### src/rtl/conv_pkg.sv
// rtl/conv_pkg.sv - shared state encoding, constants and width helper for the 1x3 row engine
package conv_pkg;

    localparam int NUM_TAPS   = 3;
    localparam int FLUSH_POPS = NUM_TAPS - 1;

    typedef logic [1:0] state_t;

    localparam state_t ST_IDLE  = 2'd0;
    localparam state_t ST_RUN   = 2'd1;
    localparam state_t ST_FLUSH = 2'd2;
    localparam state_t ST_DRAIN = 2'd3;

    // Product grows by 2*dat_width+1, a 3-tap sum by 2 more, plus channel accumulation.
    function automatic int min_acc_width(input int dat_width, input int num_ch);
        return 2 * dat_width + 3 + $clog2(num_ch);
    endfunction

endpackage

### src/rtl/mac3.sv
// rtl/mac3.sv - 3-tap unsigned pixel x signed weight multiply stage plus registered adder tree (2 cycles)
module mac3
    import conv_pkg::*;
#(
    parameter int DAT_WIDTH = 8,
    parameter int SUM_WIDTH = 2 * DAT_WIDTH + 3
) (
    input  logic                            clk,
    input  logic                            rst_n,
    input  logic                            in_val,
    input  logic [NUM_TAPS*DAT_WIDTH-1:0]   pix,
    input  logic [NUM_TAPS*DAT_WIDTH-1:0]   wgt,
    output logic                            out_val,
    output logic signed [SUM_WIDTH-1:0]     out_sum,
    output logic                            pipe_busy
);

    localparam int PW = 2 * DAT_WIDTH + 1;

    logic signed [PW-1:0]        prod [NUM_TAPS];
    logic                        prod_val;
    logic signed [SUM_WIDTH-1:0] tree_sum;

    // Pixels are zero-extended by one bit so the multiply stays signed.
    always_ff @(posedge clk or negedge rst_n) begin
        if (!rst_n) begin
            prod_val <= 1'b0;
            for (int k = 0; k < NUM_TAPS; k++) begin
                prod[k] <= '0;
            end
        end else begin
            prod_val <= in_val;
            if (in_val) begin
                for (int k = 0; k < NUM_TAPS; k++) begin
                    prod[k] <= PW'($signed({1'b0, pix[k*DAT_WIDTH +: DAT_WIDTH]}))
                             * PW'($signed(wgt[k*DAT_WIDTH +: DAT_WIDTH]));
                end
            end
        end
    end

    always_comb begin
        tree_sum = '0;
        for (int k = 0; k < NUM_TAPS; k++) begin
            tree_sum = tree_sum + SUM_WIDTH'(prod[k]);
        end
    end

    always_ff @(posedge clk or negedge rst_n) begin
        if (!rst_n) begin
            out_val <= 1'b0;
            out_sum <= '0;
        end else begin
            out_val <= prod_val;
            if (prod_val) begin
                out_sum <= tree_sum;
            end
        end
    end

    assign pipe_busy = prod_val | out_val;

endmodule

### src/rtl/conv1x3_row_engine.sv
// rtl/conv1x3_row_engine.sv - 1x3 convolution over NUM_CH channel rows from a 3-wide FIFO; CONV1X3_RELU_EN clamps negative outputs to 0
module conv1x3_row_engine
    import conv_pkg::*;
#(
    parameter int DAT_WIDTH     = 8,
    parameter int NUM_RDATA     = 3,
    parameter int FF_ADDR_WIDTH = 3,
    parameter int ROW_LEN       = 8,
    parameter int NUM_CH        = 4,
    parameter int ACC_WIDTH     = 21
) (
    input  logic                         clk,
    input  logic                         rst_n,
    input  logic                         start,
    input  logic                         wgt_wr,
    input  logic [1:0]                   wgt_idx,
    input  logic [DAT_WIDTH-1:0]         wgt_data,
    input  logic [FF_ADDR_WIDTH:0]       ff_data_counter,
    output logic                         ff_rd_req,
    input  logic [DAT_WIDTH*3-1:0]       ff_rd_data,
    input  logic                         ff_rd_data_val,
    output logic [ACC_WIDTH-1:0]         out_data,
    output logic                         out_val,
    output logic                         busy,
    output logic                         done
);

    localparam int SUM_W = 2 * DAT_WIDTH + 3;
    localparam int NWIN  = ROW_LEN - 2;
    localparam int POS_W = $clog2(ROW_LEN);
    localparam int CH_W  = (NUM_CH > 1) ? $clog2(NUM_CH) : 1;
    localparam int FL_W  = $clog2(FLUSH_POPS + 1);

    localparam logic [POS_W-1:0]       POS_LAST = POS_W'(NWIN - 1);
    localparam logic [CH_W-1:0]        CH_LAST  = CH_W'(NUM_CH - 1);
    localparam logic [FL_W-1:0]        FL_LAST  = FL_W'(FLUSH_POPS - 1);
    localparam logic [FF_ADDR_WIDTH:0] CNT_WIN  = (FF_ADDR_WIDTH + 1)'(NUM_TAPS);
    localparam logic [FF_ADDR_WIDTH:0] CNT_ONE  = (FF_ADDR_WIDTH + 1)'(1);

    if (ACC_WIDTH < min_acc_width(DAT_WIDTH, NUM_CH) || NUM_RDATA != NUM_TAPS
        || ROW_LEN < 3 || NUM_CH < 1) begin : g_param_err
        $error("conv1x3_row_engine: illegal parameter combination");
    end

    state_t                 state;
    logic [CH_W-1:0]        ch_cnt;
    logic [POS_W-1:0]       pos_cnt;
    logic [FL_W-1:0]        fl_cnt;
    logic [DAT_WIDTH-1:0]   wgt [NUM_TAPS];
    logic [NUM_TAPS*DAT_WIDTH-1:0] wgt_flat;

    logic                   tag1_val, tag1_win;
    logic [POS_W-1:0]       tag1_pos, tag2_pos, tag3_pos;
    logic [CH_W-1:0]        tag1_ch, tag2_ch, tag3_ch;
    logic                   mac_in_val, mac_val, pipe_busy, inflight;
    logic signed [SUM_W-1:0]     mac_sum;
    logic signed [ACC_WIDTH-1:0] sum_ext, acc_rd, result, out_res;
    logic signed [ACC_WIDTH-1:0] acc_buf [NWIN];
    logic                   is_first, is_last;

    assign ff_rd_req = ((state == ST_RUN)   && (ff_data_counter >= CNT_WIN))
                    || ((state == ST_FLUSH) && (ff_data_counter >= CNT_ONE));
    assign busy      = (state != ST_IDLE);
    assign inflight  = tag1_val | pipe_busy;
    assign done      = (state == ST_DRAIN) && !inflight;

    always_ff @(posedge clk or negedge rst_n) begin
        if (!rst_n) begin
            state   <= ST_IDLE;
            ch_cnt  <= '0;
            pos_cnt <= '0;
            fl_cnt  <= '0;
        end else begin
            case (state)
                ST_IDLE: if (start) begin
                    state   <= ST_RUN;
                    ch_cnt  <= '0;
                    pos_cnt <= '0;
                end
                ST_RUN: if (ff_rd_req) begin
                    if (pos_cnt == POS_LAST) begin
                        state  <= ST_FLUSH;
                        fl_cnt <= '0;
                    end else begin
                        pos_cnt <= pos_cnt + 1'b1;
                    end
                end
                ST_FLUSH: if (ff_rd_req) begin
                    if (fl_cnt == FL_LAST) begin
                        if (ch_cnt != CH_LAST) begin
                            ch_cnt  <= ch_cnt + 1'b1;
                            pos_cnt <= '0;
                            state   <= ST_RUN;
                        end else begin
                            state <= ST_DRAIN;
                        end
                    end else begin
                        fl_cnt <= fl_cnt + 1'b1;
                    end
                end
                default: if (!inflight) begin
                    state <= ST_IDLE;
                end
            endcase
        end
    end

    always_ff @(posedge clk or negedge rst_n) begin
        if (!rst_n) begin
            for (int k = 0; k < NUM_TAPS; k++) begin
                wgt[k] <= '0;
            end
        end else if (state == ST_IDLE && wgt_wr) begin
            for (int k = 0; k < NUM_TAPS; k++) begin
                if (wgt_idx == 2'(k)) begin
                    wgt[k] <= wgt_data;
                end
            end
        end
    end

    always_comb begin
        wgt_flat = '0;
        for (int k = 0; k < NUM_TAPS; k++) begin
            wgt_flat[k*DAT_WIDTH +: DAT_WIDTH] = wgt[k];
        end
    end

    // Tags ride alongside the window so counters may already belong to the next row.
    always_ff @(posedge clk or negedge rst_n) begin
        if (!rst_n) begin
            tag1_val <= 1'b0;
            tag1_win <= 1'b0;
            tag1_pos <= '0;
            tag1_ch  <= '0;
            tag2_pos <= '0;
            tag2_ch  <= '0;
            tag3_pos <= '0;
            tag3_ch  <= '0;
        end else begin
            tag1_val <= ff_rd_req;
            if (ff_rd_req) begin
                tag1_win <= (state == ST_RUN);
                tag1_pos <= pos_cnt;
                tag1_ch  <= ch_cnt;
            end
            if (mac_in_val) begin
                tag2_pos <= tag1_pos;
                tag2_ch  <= tag1_ch;
            end
            tag3_pos <= tag2_pos;
            tag3_ch  <= tag2_ch;
        end
    end

    assign mac_in_val = ff_rd_data_val & tag1_val & tag1_win;

    mac3 #(
        .DAT_WIDTH (DAT_WIDTH),
        .SUM_WIDTH (SUM_W)
    ) u_mac3 (
        .clk       (clk),
        .rst_n     (rst_n),
        .in_val    (mac_in_val),
        .pix       (ff_rd_data),
        .wgt       (wgt_flat),
        .out_val   (mac_val),
        .out_sum   (mac_sum),
        .pipe_busy (pipe_busy)
    );

    assign sum_ext  = ACC_WIDTH'(mac_sum);
    assign acc_rd   = acc_buf[tag3_pos];
    assign is_first = (tag3_ch == '0);
    assign is_last  = (tag3_ch == CH_LAST);
    assign result   = is_first ? sum_ext : acc_rd + sum_ext;

    always_ff @(posedge clk) begin
        if (mac_val && !is_last) begin
            acc_buf[tag3_pos] <= result;
        end
    end

`ifdef CONV1X3_RELU_EN
    assign out_res = result[ACC_WIDTH-1] ? '0 : result;
`else
    assign out_res = result;
`endif

    assign out_val  = mac_val & is_last;
    assign out_data = out_val ? out_res : '0;

endmodule

### config.mk
export PLATFORM = sky130hd
export DESIGN_NAME = conv1x3_row_engine
export DESIGN_NICKNAME = d
export VERILOG_FILES = /design/src/rtl/conv_pkg.sv /design/src/rtl/mac3.sv /design/src/rtl/conv1x3_row_engine.sv
export SDC_FILE = /design/constraint.sdc
export NUM_CORES = 1
export LEC_CHECK = 0
export CAP_MARGIN = 20
export CORE_MARGIN = 3
export CORE_UTILIZATION = 50
export DETAILED_ROUTE_END_ITERATION = 10
export PLACE_DENSITY = 0.7
export SLEW_MARGIN = 0
export SYNTH_ARGS = -nofsm -noshare
export SYNTH_HDL_FRONTEND = slang
export SYNTH_SLANG_ARGS = --single-unit
### constraint.sdc
create_clock -name clk -period 4.6 [get_ports clk]
set_input_delay 0.46 -clock clk [delete_from_list [all_inputs] [get_ports clk]]
set_output_delay 0.46 -clock clk [all_outputs]
set_load 0.02 [all_outputs]
==> reports/metrics.csv <==
metric,value,unit
fp.dieW,197,µm
syn_nets,2079,
grt_use_met3,2.78,%
grt_max_degree,65,
ys_warn_count,0,
fp.dieArea,38900,µm²
dpl_cell_area,20300,µm²
synth_area_leaders,"edfxtp_1 21%, dfrtp_1 17%, fa_1 14%",
rows,69,
busiest_layer,met2,
worstPathMaxFanout,6,
pin_count,68,
die_h,197,µm
setup.worst_path.class,reg2out,
status,"complete, but fails checks",
wl_per_cell,17.4,µm
synth-async-reset-ratio,49.2,%
first_pass_iters,6,
synthDistinctLibCells,71,
tightest_slew,845,ps
antenna_found_initial,0,
cts_tree,yes,
finalHoldViolCount,7,
cts.sink_count,248,
layout_commonest_cell,nand2_1,
drive_above_1_share,14.3,%
gr-usage-met2,37.6,%
setup_violations,0,
gr-usage-met1,29.1,%
hold_ws,-29.5,ps
drtIter0Drc,754,
port_buffers,67,
final_area,21500,µm²
syn_to_final_growth,17.4,%
vias,13000,
most-common-layout-cells,"191 x nand2_1, 190 x inv_1, 169 x ha_1",
cp_num_buf_inv,2,
synth_flop_cell,edfxtp_1,
core,35800,µm²
avgViaCountPerCell,5.46,
synth_top_area_share,20.7,%
fin_crit_sh,98.8,%
fmax,0.220,GHz
grt_pass1_wl,68800,µm
critical_path.top_delay_family,compound AO/OA/AOI/OAI gates,
slew_violations,0,
clk_pin_slew,60,ps
syn_inst,1736,
avgSynthCellArea,10.5,µm²
dp_hpwl,32000,µm
diodes,0,
hp-class,in2async,
skew,26.7,ps
gp_congestion,0.957,
holdBufCountCts,0,
start_util,51.1,%
yosysTopAreaCell,edfxtp_1,
cpPeakStageDelay,520,ps
cts_root_buf,clkbuf_16,
cts_max_level,1,
max-slew-margin-rel,43.4,%
synth_seq_area_share,37.3,%
rsz0062_at_grt,yes,
grt_overflow,0,
drt_wl_total,41600,µm
grt_pass1_vias,13600,
arrival,4090,ps
cts_buffer_depth,3,
track_usage,21.7,%
numCtsBuffers,28,
ys_ff_latch,248,
violations,hold timing,
synth_edf_count,126,
crit_slowest_cell,mux4_2,
cap_violations,0,
end_kind,output port,
cp_cell_sequence,mux2_2 > mux4_2 > fa_2 > a211o_1 > a21oi_2 > o21ai_4 > a211oi_2 > buf_4 > o21ai_1 > xnor2_2 > nor2_1 > clkdlybuf4s15_1,
drc,0,
clk-insertion-delay-late,560,ps
cp.required,4140,ps
worst_setup_path_start_kind,flip-flop,
antenna_left,0,
fin_crit,4550,ps
final_nets,2252,
syn_area,18300,µm²
[per-stage QoR]
stage | util, % | hold slack, ps | TNS [ps] | std cells | setup slack (ps)
floorplan | - | 164 | 0 | 1736 | 339
global placement | 56.6 | 362 | -2460 | 2332 | -200
detailed placement | 56.6 | 369 | -4010 | 2332 | -328
CTS | 59.5 | 6.70 | -1.35 | 2385 | -1.35
global route | 60.0 | 23.1 | -153 | 2391 | -107
finish | 60.0 | -29.5 | 0 | 2391 | 53.3
[state kept, by name (all words and copies together), names as in the netlist, 3 cells and up]
signal and count:
tag3_pos 3, pos_cnt 3, tag2_pos 3, tag1_pos 3, u_mac3.prod 51, u_mac3.out_sum 19, wgt 24, acc_buf 126
[area by class of cell]
class | count | area, µm²
Fill cell | 2955 | 14300
Multi-Input combinational cell | 1251 | 10700
Sequential cell | 248 | 6850
Timing Repair Buffer | 186 | 1600
Inverter | 194 | 728
Clock buffer | 34 | 723
Tap cell | 461 | 577
Clock inverter | 17 | 268
[cell usage after synthesis (all sizes together), types with 3 or more instances]
master,number
mux4,4
xor2,27
a21boi,4
nand3b,3
nand2b,18
clkbuf,35
a22oi,15
a31oi,9
o21a,13
buf,8
nor3b,5
a22o,4
o22ai,5
a221oi,7
nand3,18
edfxtp,126
and3,6
a21oi,67
fa,130
mux2i,17
ha,170
clkinv,3
o21bai,12
inv,191
o21ai,98
o31a,5
a211o,6
xnor2,31
a211oi,15
nor3,12
nand4,5
nor2b,10
nor2,95
dfrtp,122
and2,134
nand2,191
o31ai,7
mux2,50
o221ai,13
a21o,22
[final timing paths]
check,startpoint,to,slack (ps),cells after the start
min,rst_n,wgt[19],-30,1
max in group asynchronous,rst_n,tag3_pos[1],3660,2
max,tag3_pos[1],out_data[14],50,12
min reg2reg,tag2_pos[2],tag3_pos[2],380,0
max reg2reg,wgt[9],u_mac3.prod[31],180,16
min in group clk,tag2_pos[2],tag3_pos[2],380,0
[layer usage]
metal | vias up | wire length (µm)
li1 | 6283 | -
met1 | 6390 | 18200
met2 | 301 | 20300
met3 | 74 | 1810
met4 | 0 | 1260
met5 | - | 0
[cell families after synthesis]
kind of cell / synth area share [%]
muxes: 4.50
and+or+nand+nor: 13.4
adders and majority gates: 25.8
xor gates and xnor gates: 2.77
DFF: 37.3
buffers and inverters: 4.88
AOI/OAI and AO/OA: 11.3
[what timing repair did]
action | 4_1_cts | 5_1_grt
pin swaps | 3 | 10
gates cloned | 0 | 1
gates resized for setup | 29 | 51
buffers inserted | 2 | 5
setup endpoints to repair | 15 | 32
Power is not shown: default switching activity piles up to over one toggle a cycle in this logic, so the estimate is an artifact.
